`config.mk`:
```
export PLATFORM = sky130hd
export DESIGN_NAME = uart_transmitter_flat
export DESIGN_NICKNAME = d
export VERILOG_FILES = /design/src/rtl/uart_tx_if.sv /design/src/rtl/uart_transmitter.sv /design/src/flat_wrapper.sv
export SDC_FILE = /design/constraint.sdc
export NUM_CORES = 1
export LEC_CHECK = 0
export ABC_AREA = 1
export CAP_MARGIN = 20
export CORE_AREA = 5 5 72 74
export DETAILED_ROUTE_END_ITERATION = 8
export DIE_AREA = 0 0 77 79
export PLACE_DENSITY_LB_ADDON = 0.15
export SLEW_MARGIN = 20
export SYNTH_ARGS = -nofsm -noshare
export SYNTH_HDL_FRONTEND = slang
export SYNTH_SLANG_ARGS = --single-unit
```
`constraint.sdc`:
```
create_clock -name clk -period 1.7 [get_ports clk]
set_input_delay 0.34 -clock clk [delete_from_list [all_inputs] [get_ports clk]]
set_output_delay 0.34 -clock clk [all_outputs]
set_load 0.01 [all_outputs]
```
`src/rtl/uart_tx_if.sv`:
```
// Host-side bus of the UART transmitter.
//   tx_start     : write strobe (accepted when tx_start && tx_ready)
//   tx_din       : data word, sampled on the accept cycle
//   tx_ready     : holding register empty
//   tx_busy      : frame in progress
//   tx_done_tick : one-clk pulse when a frame's stop period completes
//   tx           : serial line, idle high
// master = host side, slave = transmitter side.
interface uart_tx_if #(
  parameter int DBIT = 8
);
  logic            tx_start;
  logic [DBIT-1:0] tx_din;
  logic            tx_ready;
  logic            tx_busy;
  logic            tx_done_tick;
  logic            tx;

  modport master (
    output tx_start, tx_din,
    input  tx_ready, tx_busy, tx_done_tick, tx
  );

  modport slave (
    input  tx_start, tx_din,
    output tx_ready, tx_busy, tx_done_tick, tx
  );
endinterface

```
`src/rtl/uart_transmitter.sv`:
```
// UART transmitter driven by a shared 16x-oversampling tick (s_tick).
// Frame: start bit (0), DBIT data bits LSB first, optional parity bit,
// stop period of SB_TICK ticks (1). A one-word holding register lets the
// host queue the next word so frames go out back to back with no gap.
// Ports:
//   clk    : system clock
//   reset  : synchronous, active-high
//   s_tick : one-clk pulse at 16x baud rate
//   bus    : host bus (tx_start/tx_din in; tx_ready/tx_busy/tx_done_tick/tx out)
module uart_transmitter #(
  parameter int DBIT       = 8,
  parameter int SB_TICK    = 16,
  parameter int PARITY_EN  = 0,
  parameter int PARITY_ODD = 0
) (
  input  logic     clk,
  input  logic     reset,
  input  logic     s_tick,
  uart_tx_if.slave bus
);
  localparam int NW = $clog2(DBIT);
  // Tick counter must reach both 15 (bit cells) and SB_TICK-1 (stop period).
  localparam int SW = ($clog2(SB_TICK) > 4) ? $clog2(SB_TICK) : 4;

  typedef enum logic [2:0] {
    IDLE   = 3'd0,
    START  = 3'd1,
    DATA   = 3'd2,
    PARITY = 3'd3,
    STOP   = 3'd4
  } state_e;

  state_e          state_q, state_d;
  logic [SW-1:0]   s_q, s_d;
  logic [NW-1:0]   n_q, n_d;
  logic [DBIT-1:0] b_q, b_d;
  logic [DBIT-1:0] hold_q, hold_d;
  logic            hv_q, hv_d;
  logic            par_q, par_d;
  logic            tx_q, tx_d;
  logic            done;
  logic            accept;

  assign accept = bus.tx_start && !hv_q;

  always_comb begin
    state_d = state_q;
    s_d     = s_q;
    n_d     = n_q;
    b_d     = b_q;
    hold_d  = hold_q;
    hv_d    = hv_q;
    par_d   = par_q;
    done    = 1'b0;
    tx_d    = 1'b1;

    if (accept) begin
      hold_d = bus.tx_din;
      hv_d   = 1'b1;
    end

    case (state_q)
      IDLE: begin
        s_d = '0;
        if (hv_q) begin
          b_d     = hold_q;
          hv_d    = 1'b0;
          state_d = START;
        end else if (accept) begin
          // Idle with nothing queued: bypass the holding register.
          b_d     = bus.tx_din;
          hold_d  = hold_q;
          hv_d    = 1'b0;
          state_d = START;
        end
      end
      START: begin
        if (s_tick) begin
          if (s_q == SW'(15)) begin
            s_d     = '0;
            n_d     = '0;
            par_d   = 1'b0;
            state_d = DATA;
          end else begin
            s_d = s_q + 1'b1;
          end
        end
      end
      DATA: begin
        if (s_tick) begin
          if (s_q == SW'(15)) begin
            s_d   = '0;
            par_d = par_q ^ b_q[0];
            b_d   = b_q >> 1;
            if (n_q == NW'(DBIT - 1)) begin
              state_d = (PARITY_EN != 0) ? PARITY : STOP;
            end else begin
              n_d = n_q + 1'b1;
            end
          end else begin
            s_d = s_q + 1'b1;
          end
        end
      end
      PARITY: begin
        if (s_tick) begin
          if (s_q == SW'(15)) begin
            s_d     = '0;
            state_d = STOP;
          end else begin
            s_d = s_q + 1'b1;
          end
        end
      end
      STOP: begin
        if (s_tick) begin
          if (s_q == SW'(SB_TICK - 1)) begin
            done = 1'b1;
            s_d  = '0;
            // Queued word goes straight into the next start bit.
            if (hv_q) begin
              b_d     = hold_q;
              hv_d    = 1'b0;
              state_d = START;
            end else begin
              state_d = IDLE;
            end
          end else begin
            s_d = s_q + 1'b1;
          end
        end
      end
      default: begin
        state_d = IDLE;
        s_d     = '0;
      end
    endcase

    // Line value follows the next state so tx is a clean flop output.
    case (state_d)
      START:   tx_d = 1'b0;
      DATA:    tx_d = b_d[0];
      PARITY:  tx_d = par_d ^ PARITY_ODD[0];
      default: tx_d = 1'b1;
    endcase
  end

  always_ff @(posedge clk) begin
    if (reset) begin
      state_q <= IDLE;
      s_q     <= '0;
      n_q     <= '0;
      b_q     <= '0;
      hold_q  <= '0;
      hv_q    <= 1'b0;
      par_q   <= 1'b0;
      tx_q    <= 1'b1;
    end else begin
      state_q <= state_d;
      s_q     <= s_d;
      n_q     <= n_d;
      b_q     <= b_d;
      hold_q  <= hold_d;
      hv_q    <= hv_d;
      par_q   <= par_d;
      tx_q    <= tx_d;
    end
  end

  assign bus.tx           = tx_q;
  assign bus.tx_ready     = !hv_q;
  assign bus.tx_busy      = (state_q != IDLE);
  assign bus.tx_done_tick = done;
endmodule

```
`src/flat_wrapper.sv`:
```
// flat-port wrapper written by rule: the top's interface ports become plain ports
module uart_transmitter_flat 
#(
  parameter int DBIT       = 8,
  parameter int SB_TICK    = 16,
  parameter int PARITY_EN  = 0,
  parameter int PARITY_ODD = 0
)
  (clk, reset, s_tick, bus_tx_start, bus_tx_din, bus_tx_ready, bus_tx_busy, bus_tx_done_tick, bus_tx);
  uart_tx_if #(.DBIT(DBIT)) bus_i ();
  input  logic clk;
  input  logic reset;
  input  logic s_tick;
  input wire logic [$bits(bus_i.tx_start)-1:0] bus_tx_start;
  input wire logic [$bits(bus_i.tx_din)-1:0] bus_tx_din;
  output wire logic [$bits(bus_i.tx_ready)-1:0] bus_tx_ready;
  output wire logic [$bits(bus_i.tx_busy)-1:0] bus_tx_busy;
  output wire logic [$bits(bus_i.tx_done_tick)-1:0] bus_tx_done_tick;
  output wire logic [$bits(bus_i.tx)-1:0] bus_tx;
  assign bus_i.tx_start = bus_tx_start;
  assign bus_i.tx_din = bus_tx_din;
  assign bus_tx_ready = bus_i.tx_ready;
  assign bus_tx_busy = bus_i.tx_busy;
  assign bus_tx_done_tick = bus_i.tx_done_tick;
  assign bus_tx = bus_i.tx;
  uart_transmitter #(.DBIT(DBIT), .SB_TICK(SB_TICK), .PARITY_EN(PARITY_EN), .PARITY_ODD(PARITY_ODD)) u_core (.clk(clk), .reset(reset), .s_tick(s_tick), .bus(bus_i));
endmodule
```
==> run_results.csv, run 1 <==
group,metric,value,unit
status,status,"finished, final reports clean",
timing,fin_crit,1.62,ns
worst_setup_path,worstPathArrival,1.28,ns
power_and_ir_drop,p_leak,0.936,nW
die,rows,25,
die,ios,16,
clocking,tritoncts,"built",
worst_setup_path,worst_setup_path_start_kind,"flop",
timing,skew,0.00884,ns
clocking,h-tree-depth,2,
worst_setup_path,worstPathMaxFanout,2,
worst_setup_path,worst-r2r-setup-slack,0.14,ns
job,maxCapViolations,0,
final_layout,mostFrequentLayoutCells,"nand2_1, buf_4, dfxtp_1, inv_1, nor2_1",
global_routing,grt_use_total,15.5,%
global_routing,grt_pass1_vias,1652,
worst_setup_path,reg2reg_from,"u_core.s_q[0]$_SDFFE_PP0P_",
worst_setup_path,crit_path_end_kind,"output port",
timing,drv_slew,0,
worst_setup_path,cp.required,1.36,ns
routing,dr.pass1.iters,4,
final_layout,final_common_cell,"nand2_1",
place,gp_congestion,0.788,
clocking,clk_pin_slew,0.06,ns
timing,setup_viol,0,
timing,rsz0062_at_grt,"true",
synth,synth_top_family_by_area,"simple AND/OR/NAND/NOR gates",
die,core_area,4540,um^2
synth,synth-simple-area-share,35.3,%
die,die_area,6080,um^2
final_layout,area_growth,34.1,%
global_routing,grt_pass1_wl,7490,um
die,start_util,37.4,%
place,dp_hpwl,3110,um
synth,yosysUniqueCellTypes,39,
synth,syn-mean-instance-area,7.38,um^2
worst_setup_path,path_buf_inv,2,
final_layout,nets,290,
synth,syn_area,1700,um^2
final_layout,layout-drive-gt1-share,30.4,%
routing,post_drt_via_cell_ratio,4.95,
timing,fin_setup_tns,0,ns
worst_setup_path,crit_start,"u_core.s_q[0]$_SDFFE_PP0P_",
min_path,hp-start,"u_core.b_q[4]$_SDFFE_PP0P_",
global_routing,grt.overflow.total,0,
synth,yosysTopAreaCell,"dfxtp_1",
routing,dr_total_vias,1634,
clocking,cts_hold_buf,0,
worst_setup_path,reg2regPathDepth,11,
power_and_ir_drop,p_per_area,776,nW/um^2
final_layout,antennaDiodeCount,0,
die,die_x,77,um
min_path,min_to,"u_core.b_q[4]$_SDFFE_PP0P_",
final_layout,fill_cells,440,
synth,synth_adder_area_share,2.21,%
worst_setup_path,crit_slowest_cell,"dfxtp_2",
place,port_buffers,15,
clocking,clockBufferDepth,2,
worst_setup_path,crit_type,"reg -> out",
global_routing,grt_max_degree,19,
clocking,ctsRootBufferMaster,"clkbuf_8",
timing,worst_slew_pin_slew,0.315,ns
synth,yosysTopAreaCellShare,34.2,%
synth,synth-xor-area-share,0,%
global_routing,antenna_found_initial,0,
power_and_ir_drop,p_total,1.77,mW
die,fp.dieH,79,um
worst_setup_path,worst_r2r_endpoint,"u_core.bus.tx$_SDFF_PP1_",
synth,yosysWarnings,0,
routing,drc_errors,0,
routing,wl_per_cell,12.6,um
synth,muxShareOfSynthArea,0,%
min_path,worstHoldPathCells,2,
synth,yosys-top-cells-area,"dfxtp_1, nand2_1, a21oi_1",
worst_setup_path,cp_top_family,"flip-flops",
min_path,hold_path_class,"reg -> reg",
timing,hold_viol_final,0,
synth,netlist_instances,230,
synth,synth_compound_area_share,19.8,%
worst_setup_path,crit_path_cell_trace,"ha_4, inv_1, nor2_2, nand2_2, nor2_4, buf_6",
routing,routed_wl,4160,um
timing,max_freq,619,MHz
clocking,numClockSinks,29,
routing,antenna_left,0,
worst_setup_path,max_stage_delay,0.35,ns
power_and_ir_drop,peakVddDrop,0.329,mV
timing,slew_headroom,79.0,%
timing,post-route-period-util,95.1,%
clocking,clock_latency,0.29,ns
synth,syn-num-nets,245,
clocking,numCtsBuffers,5,
synth,yosysSeqAreaShare,34.2,%
synth,synth_seq_cells,29,
routing,drtIter0Drc,56,
-- report_power, final --
part / internal [mW] / switching (mW)
logic: 0.128 / 0.152
clock network: 0.477 / 0.272
registers: 0.712 / 0.0248
-- layer usage --
layer  routed length (um)  vias to the layer above  GRT usage (%)  part of all wire (%)
li1                     -                      850              -                     -
met1                 1970                      764           18.0                    47
met2                 2010                       14           26.7                    48
met3                  111                        6           4.31                   2.7
met4                   71                        0           6.19                   1.7
met5                    0                        -              0                     0
-- cell type report --
class	instances	area [um^2]	area share (%)
timing repair buffer	44	380	16.7
sequential	29	588	25.8
inverter	26	108	4.73
tap	54	67.6	2.97
multi-input combinational	169	1020	44.6
clock inverter	1	30.0	1.32
clock buffer	7	86.3	3.79
-- state kept, by name, summed over array words and instances (netlist names) --
| name | count |
|---|---|
| u_core.n_q | 3 |
| u_core.bus.tx | 1 |
| u_core.par_q | 1 |
| u_core.s_q | 4 |
| u_core.hv_q | 1 |
| u_core.hold_q | 8 |
| u_core.b_q | 8 |
| u_core.state_q | 3 |
-- worst max-delay path by stage --
| stage | slack [ns] | end | cells after the start |
|---|---|---|---|
| 2_1_floorplan | 0.28 | u_core.bus.tx$_SDFF_PP1_ | 11 |
| 3_3_place_gp | -0.24 | bus_tx_done_tick | 4 |
| 3_5_place_dp | -0.25 | bus_tx_done_tick | 4 |
| 4_1_cts | 0.06 | bus_tx_done_tick | 6 |
| 5_1_grt | -0.03 | u_core.bus.tx$_SDFF_PP1_ | 11 |
| 6_report | 0.08 | bus_tx_done_tick | 6 |
-- worst reg2reg max path, cell delays in order (launching register included) --
cell     delay [ns]
dfxtp_2        0.35
ha_4           0.13
buf_4          0.11
nand3_2        0.14
nor2_4         0.23
nand2_2        0.10
inv_2          0.07
nand2_1        0.07
nand3_1        0.10
nand3_1        0.07
inv_1          0.06
nand2_1        0.04
-- synth_stat cells --
master / number
nor2_2: 4
nor2_1: 18
inv_8: 1
a21oi_1: 18
nor3_1: 6
o2111ai_1: 1
buf_4: 1
o22ai_1: 1
o21ai_2: 1
o2111ai_4: 1
buf_6: 1
dfxtp_1: 29
buf_2: 2
a31oi_1: 6
inv_2: 4
o21ai_1: 4
o21ai_0: 9
inv_4: 1
nand2_8: 1
a211oi_2: 3
nand2_1: 54
ha_1: 3
nor3_2: 1
nor2_4: 5
nand2_4: 3
o211ai_2: 1
inv_1: 20
or2_2: 1
nor2_8: 1
a211oi_1: 2
nand3b_1: 1
nand3_2: 1
nor3b_1: 1
o21bai_2: 1
clkbuf_1: 2
nand2_2: 5
nand3_1: 14
a22o_1: 1
a21oi_2: 1
-- kinds of logic (layout without fill, tap and decap cells) --
kind of cell | count (synthesis) | after routing
AOI/OAI and AO/OA | 50 | 50
buffers and inverters | 32 | 78
adders and majority gates | 3 | 3
DFF | 29 | 29
and+or+nand+nor | 116 | 116
-- per-stage QoR --
| stage | std cells | util, % | cell area, um^2 | hold slack, ns | setup slack [ns] |
|---|---|---|---|---|---|
| after CTS | 330 | 49.2 | 2230 | 0.466 | 0.0642 |
| after global placement | 318 | 45.8 | 2080 | 0.455 | -0.243 |
| after global routing | 330 | 50.2 | 2280 | 0.501 | -0.0340 |
| after detailed placement | 318 | 45.8 | 2080 | 0.455 | -0.245 |
| after floorplan | 230 | - | 1700 | 0.443 | 0.284 |
| final | 330 | 50.2 | 2280 | 0.466 | 0.0836 |
-- what timing repair did --
action / CTS / global route
gates resized for setup: 11 / 9
pin swaps: 3 / 4
setup buffers: 4 / 0
setup endpoints to repair: 4 / 10
(Power assumes the default switching activity.)
==> run 2: changes to the inputs <==
==> constraint.sdc (replaced) <==
create_clock -name clk -period 2.02 [get_ports clk]
set_input_delay 0.404 -clock clk [delete_from_list [all_inputs] [get_ports clk]]
set_output_delay 0.404 -clock clk [all_outputs]
set_load 0.01 [all_outputs]
==> run_results.csv, run 2 (same netlist as run 1, synthesis figures left out) <==
group,metric,value,unit
final_layout,mostFrequentLayoutCells,"nand2_1, dfxtp_1, inv_1, nor2_1, a21oi_1",
final_layout,nets,266,
worst_setup_path,crit_slowest_cell,"clkdlybuf4s50_1",
power_and_ir_drop,p_sw_share,26.5,%
die,die_area,6080,um^2
global_routing,antenna_found_initial,0,
worst_setup_path,worst-r2r-setup-slack,0.41,ns
timing,setup_viol,0,
final_layout,antennaDiodeCount,0,
power_and_ir_drop,pwr-share-comb,15.4,%
clocking,numClockSinks,29,
final_layout,layout-drive-gt1-share,19.9,%
die,start_util,37.4,%
final_layout,fill_cells,476,
routing,routed_wl,3770,um
power_and_ir_drop,intPower,955,uW
final_layout,largestRegisters,"u_core.b_q (8), u_core.hold_q (8), u_core.s_q (4)",
die,die_x,77,um
global_routing,grt_pass1_vias,1444,
global_routing,grt.overflow.total,0,
timing,post-route-period-util,95.5,%
routing,m1WireLength,1740,um
job,maxCapViolations,0,
clocking,clockBufferDepth,2,
timing,slew_headroom,80.8,%
timing,hold_viol_final,0,
power_and_ir_drop,switchingPower,344,uW
worst_setup_path,max_stage_delay,0.55,ns
power_and_ir_drop,p_total,1.30,mW
timing,drv_slew,0,
clocking,clk_pin_slew,0.06,ns
timing,skew,0.00770,ns
worst_setup_path,crit_path_cell_trace,"nor2_4, nand2_8, clkdlybuf4s50_1",
routing,routed.top_layer,"met4",
timing,fin_crit,1.93,ns
worst_setup_path,worstPathMaxFanout,8,
clocking,ctsRootBufferMaster,"clkbuf_8",
power_and_ir_drop,p_leak,0.795,nW
routing,met3_length,130,um
global_routing,grt_pass1_wl,6530,um
routing,antenna_left,0,
final_layout,final_common_cell,"nand2_1",
power_and_ir_drop,pwr-share-clk,36.7,%
final_layout,finish.utilization,44.2,%
status,status,"finished, final reports clean",
routing,dr_wl_met2,1830,um
worst_setup_path,cp.required,1.62,ns
routing,dr_total_vias,1522,
clocking,numCtsBuffers,5,
routing,wl_per_cell,12.4,um
worst_setup_path,worstPathArrival,1.53,ns
worst_setup_path,worst_setup_path_start_kind,"flop",
power_and_ir_drop,peakVddDrop,0.310,mV
timing,max_freq,518,MHz
place,gp_congestion,0.820,
global_routing,grt_use_total,13.4,%
routing,drtIter0Drc,36,
worst_setup_path,crit_type,"reg -> out",
worst_setup_path,crit_path_end_kind,"output port",
die,core_area,4540,um^2
clocking,postCtsSetupBuffers,0,
final_layout,final_cell_area,2010,um^2
timing,rsz0062_at_grt,"false",
die,rows,25,
routing,dr.pass1.iters,4,
power_and_ir_drop,seqPwrFrac,47.9,%
global_routing,grt_max_degree,19,
worst_setup_path,cp_top_family,"buffers and inverters",
final_layout,area_growth,18.2,%
clocking,tritoncts,"built",
worst_setup_path,path_buf_inv,1,
routing,post_drt_via_cell_ratio,4.99,
place,port_buffers,15,
die,ios,16,
die,fp.dieH,79,um
routing,drc_errors,0,
final_layout,seq_area,583,um^2
timing,worst_slew_pin_slew,0.288,ns
clocking,h-tree-depth,2,
place,placed_area,1920,um^2
min_path,hold_path_class,"reg -> reg",
clocking,clock_latency,0.28,ns
final_layout,multiInputGateArea,975,um^2
power_and_ir_drop,p_per_area,648,nW/um^2
place,dp_hpwl,2930,um
run 2: cell types whose count changed in the layout (fill, tap and decap cells not counted), moves of 2 or more:
| cell | previous run | this run |
|---|---|---|
| nand3_1 | 12 | 14 |
| buf_4 | 28 | 5 |
| nand2_2 | 7 | 5 |
| nand3_2 | 3 | 1 |
| nand2_1 | 52 | 54 |
| dfxtp_1 | 25 | 27 |
run 2: repair_timing:
item | CTS | global route
hold buffers | 0 | 0
hold endpoints to repair | 0 | 0
gates cloned | 0 | 0
setup endpoints to repair | 2 | 1
resized for setup | 2 | 2
run 2: final cells by class:
class                   count  area share (%)
multi-input cells         169            48.6
flip-flops and latches     29            29.1
repair buffers             20            9.30
inverters                  26            5.36
clock buffers               7            4.30
well taps                  54            3.37
run 2: final timing paths:
kind / depth (start not counted) / start / end
worst min-delay path: 2 / u_core.b_q[6]$_SDFFE_PP0P_ / u_core.b_q[6]$_SDFFE_PP0P_
worst max-delay path: 3 / u_core.state_q[0]$_SDFF_PP0_ / bus_tx_busy
worst min register to register: 2 / u_core.b_q[6]$_SDFFE_PP0P_ / u_core.b_q[6]$_SDFFE_PP0P_
worst max register to register: 9 / u_core.s_q[0]$_SDFFE_PP0P_ / u_core.b_q[7]$_SDFFE_PP0P_
run 2: metal layers:
metal	vias up	track usage, %
li1	801	-
met1	700	16.1
met2	13	22.2
met3	8	3.51
met4	0	6.19
met5	-	0
run 2: power groups by stage:
stage | sequential, mW | clock, mW | combinational [mW]
CTS | 0.622 | 0.496 | 0.204
finish | 0.622 | 0.477 | 0.200
global route | 0.625 | 0.520 | 0.226
detailed placement | 0.635 | 0 | 0.203
global placement | 0.635 | 0 | 0.204
floorplan | 0.630 | 0 | 0.142
run 2: worst min-delay path, cell delays in order (launching register included):
cell and delay [ns]:
dfxtp_1 0.31, nand2_1 0.06, a21oi_1 0.05
run 2: stage by stage:
stage                     hold slack, ns  setup TNS, ns  cells  setup slack, ns
after floorplan                    0.443              0    230            0.556
after global placement             0.455        -0.0512    298          -0.0512
after detailed placement           0.457        -0.0555    298          -0.0555
after CTS                          0.467              0    305           0.0490
after global routing               0.481              0    305          0.00553
final                              0.468              0    305           0.0907
==> run 3: changes to the inputs <==
--- a/config.mk
+++ b/config.mk
@@ -11,7 +11,6 @@
 export DETAILED_ROUTE_END_ITERATION = 8
 export DIE_AREA = 0 0 77 79
 export PLACE_DENSITY_LB_ADDON = 0.15
-export SLEW_MARGIN = 20
 export SYNTH_ARGS = -nofsm -noshare
 export SYNTH_HDL_FRONTEND = slang
 export SYNTH_SLANG_ARGS = --single-unit
==> results of run 3 <==
Same layout as run 2: the final DEF is identical, and so are final timing and power.
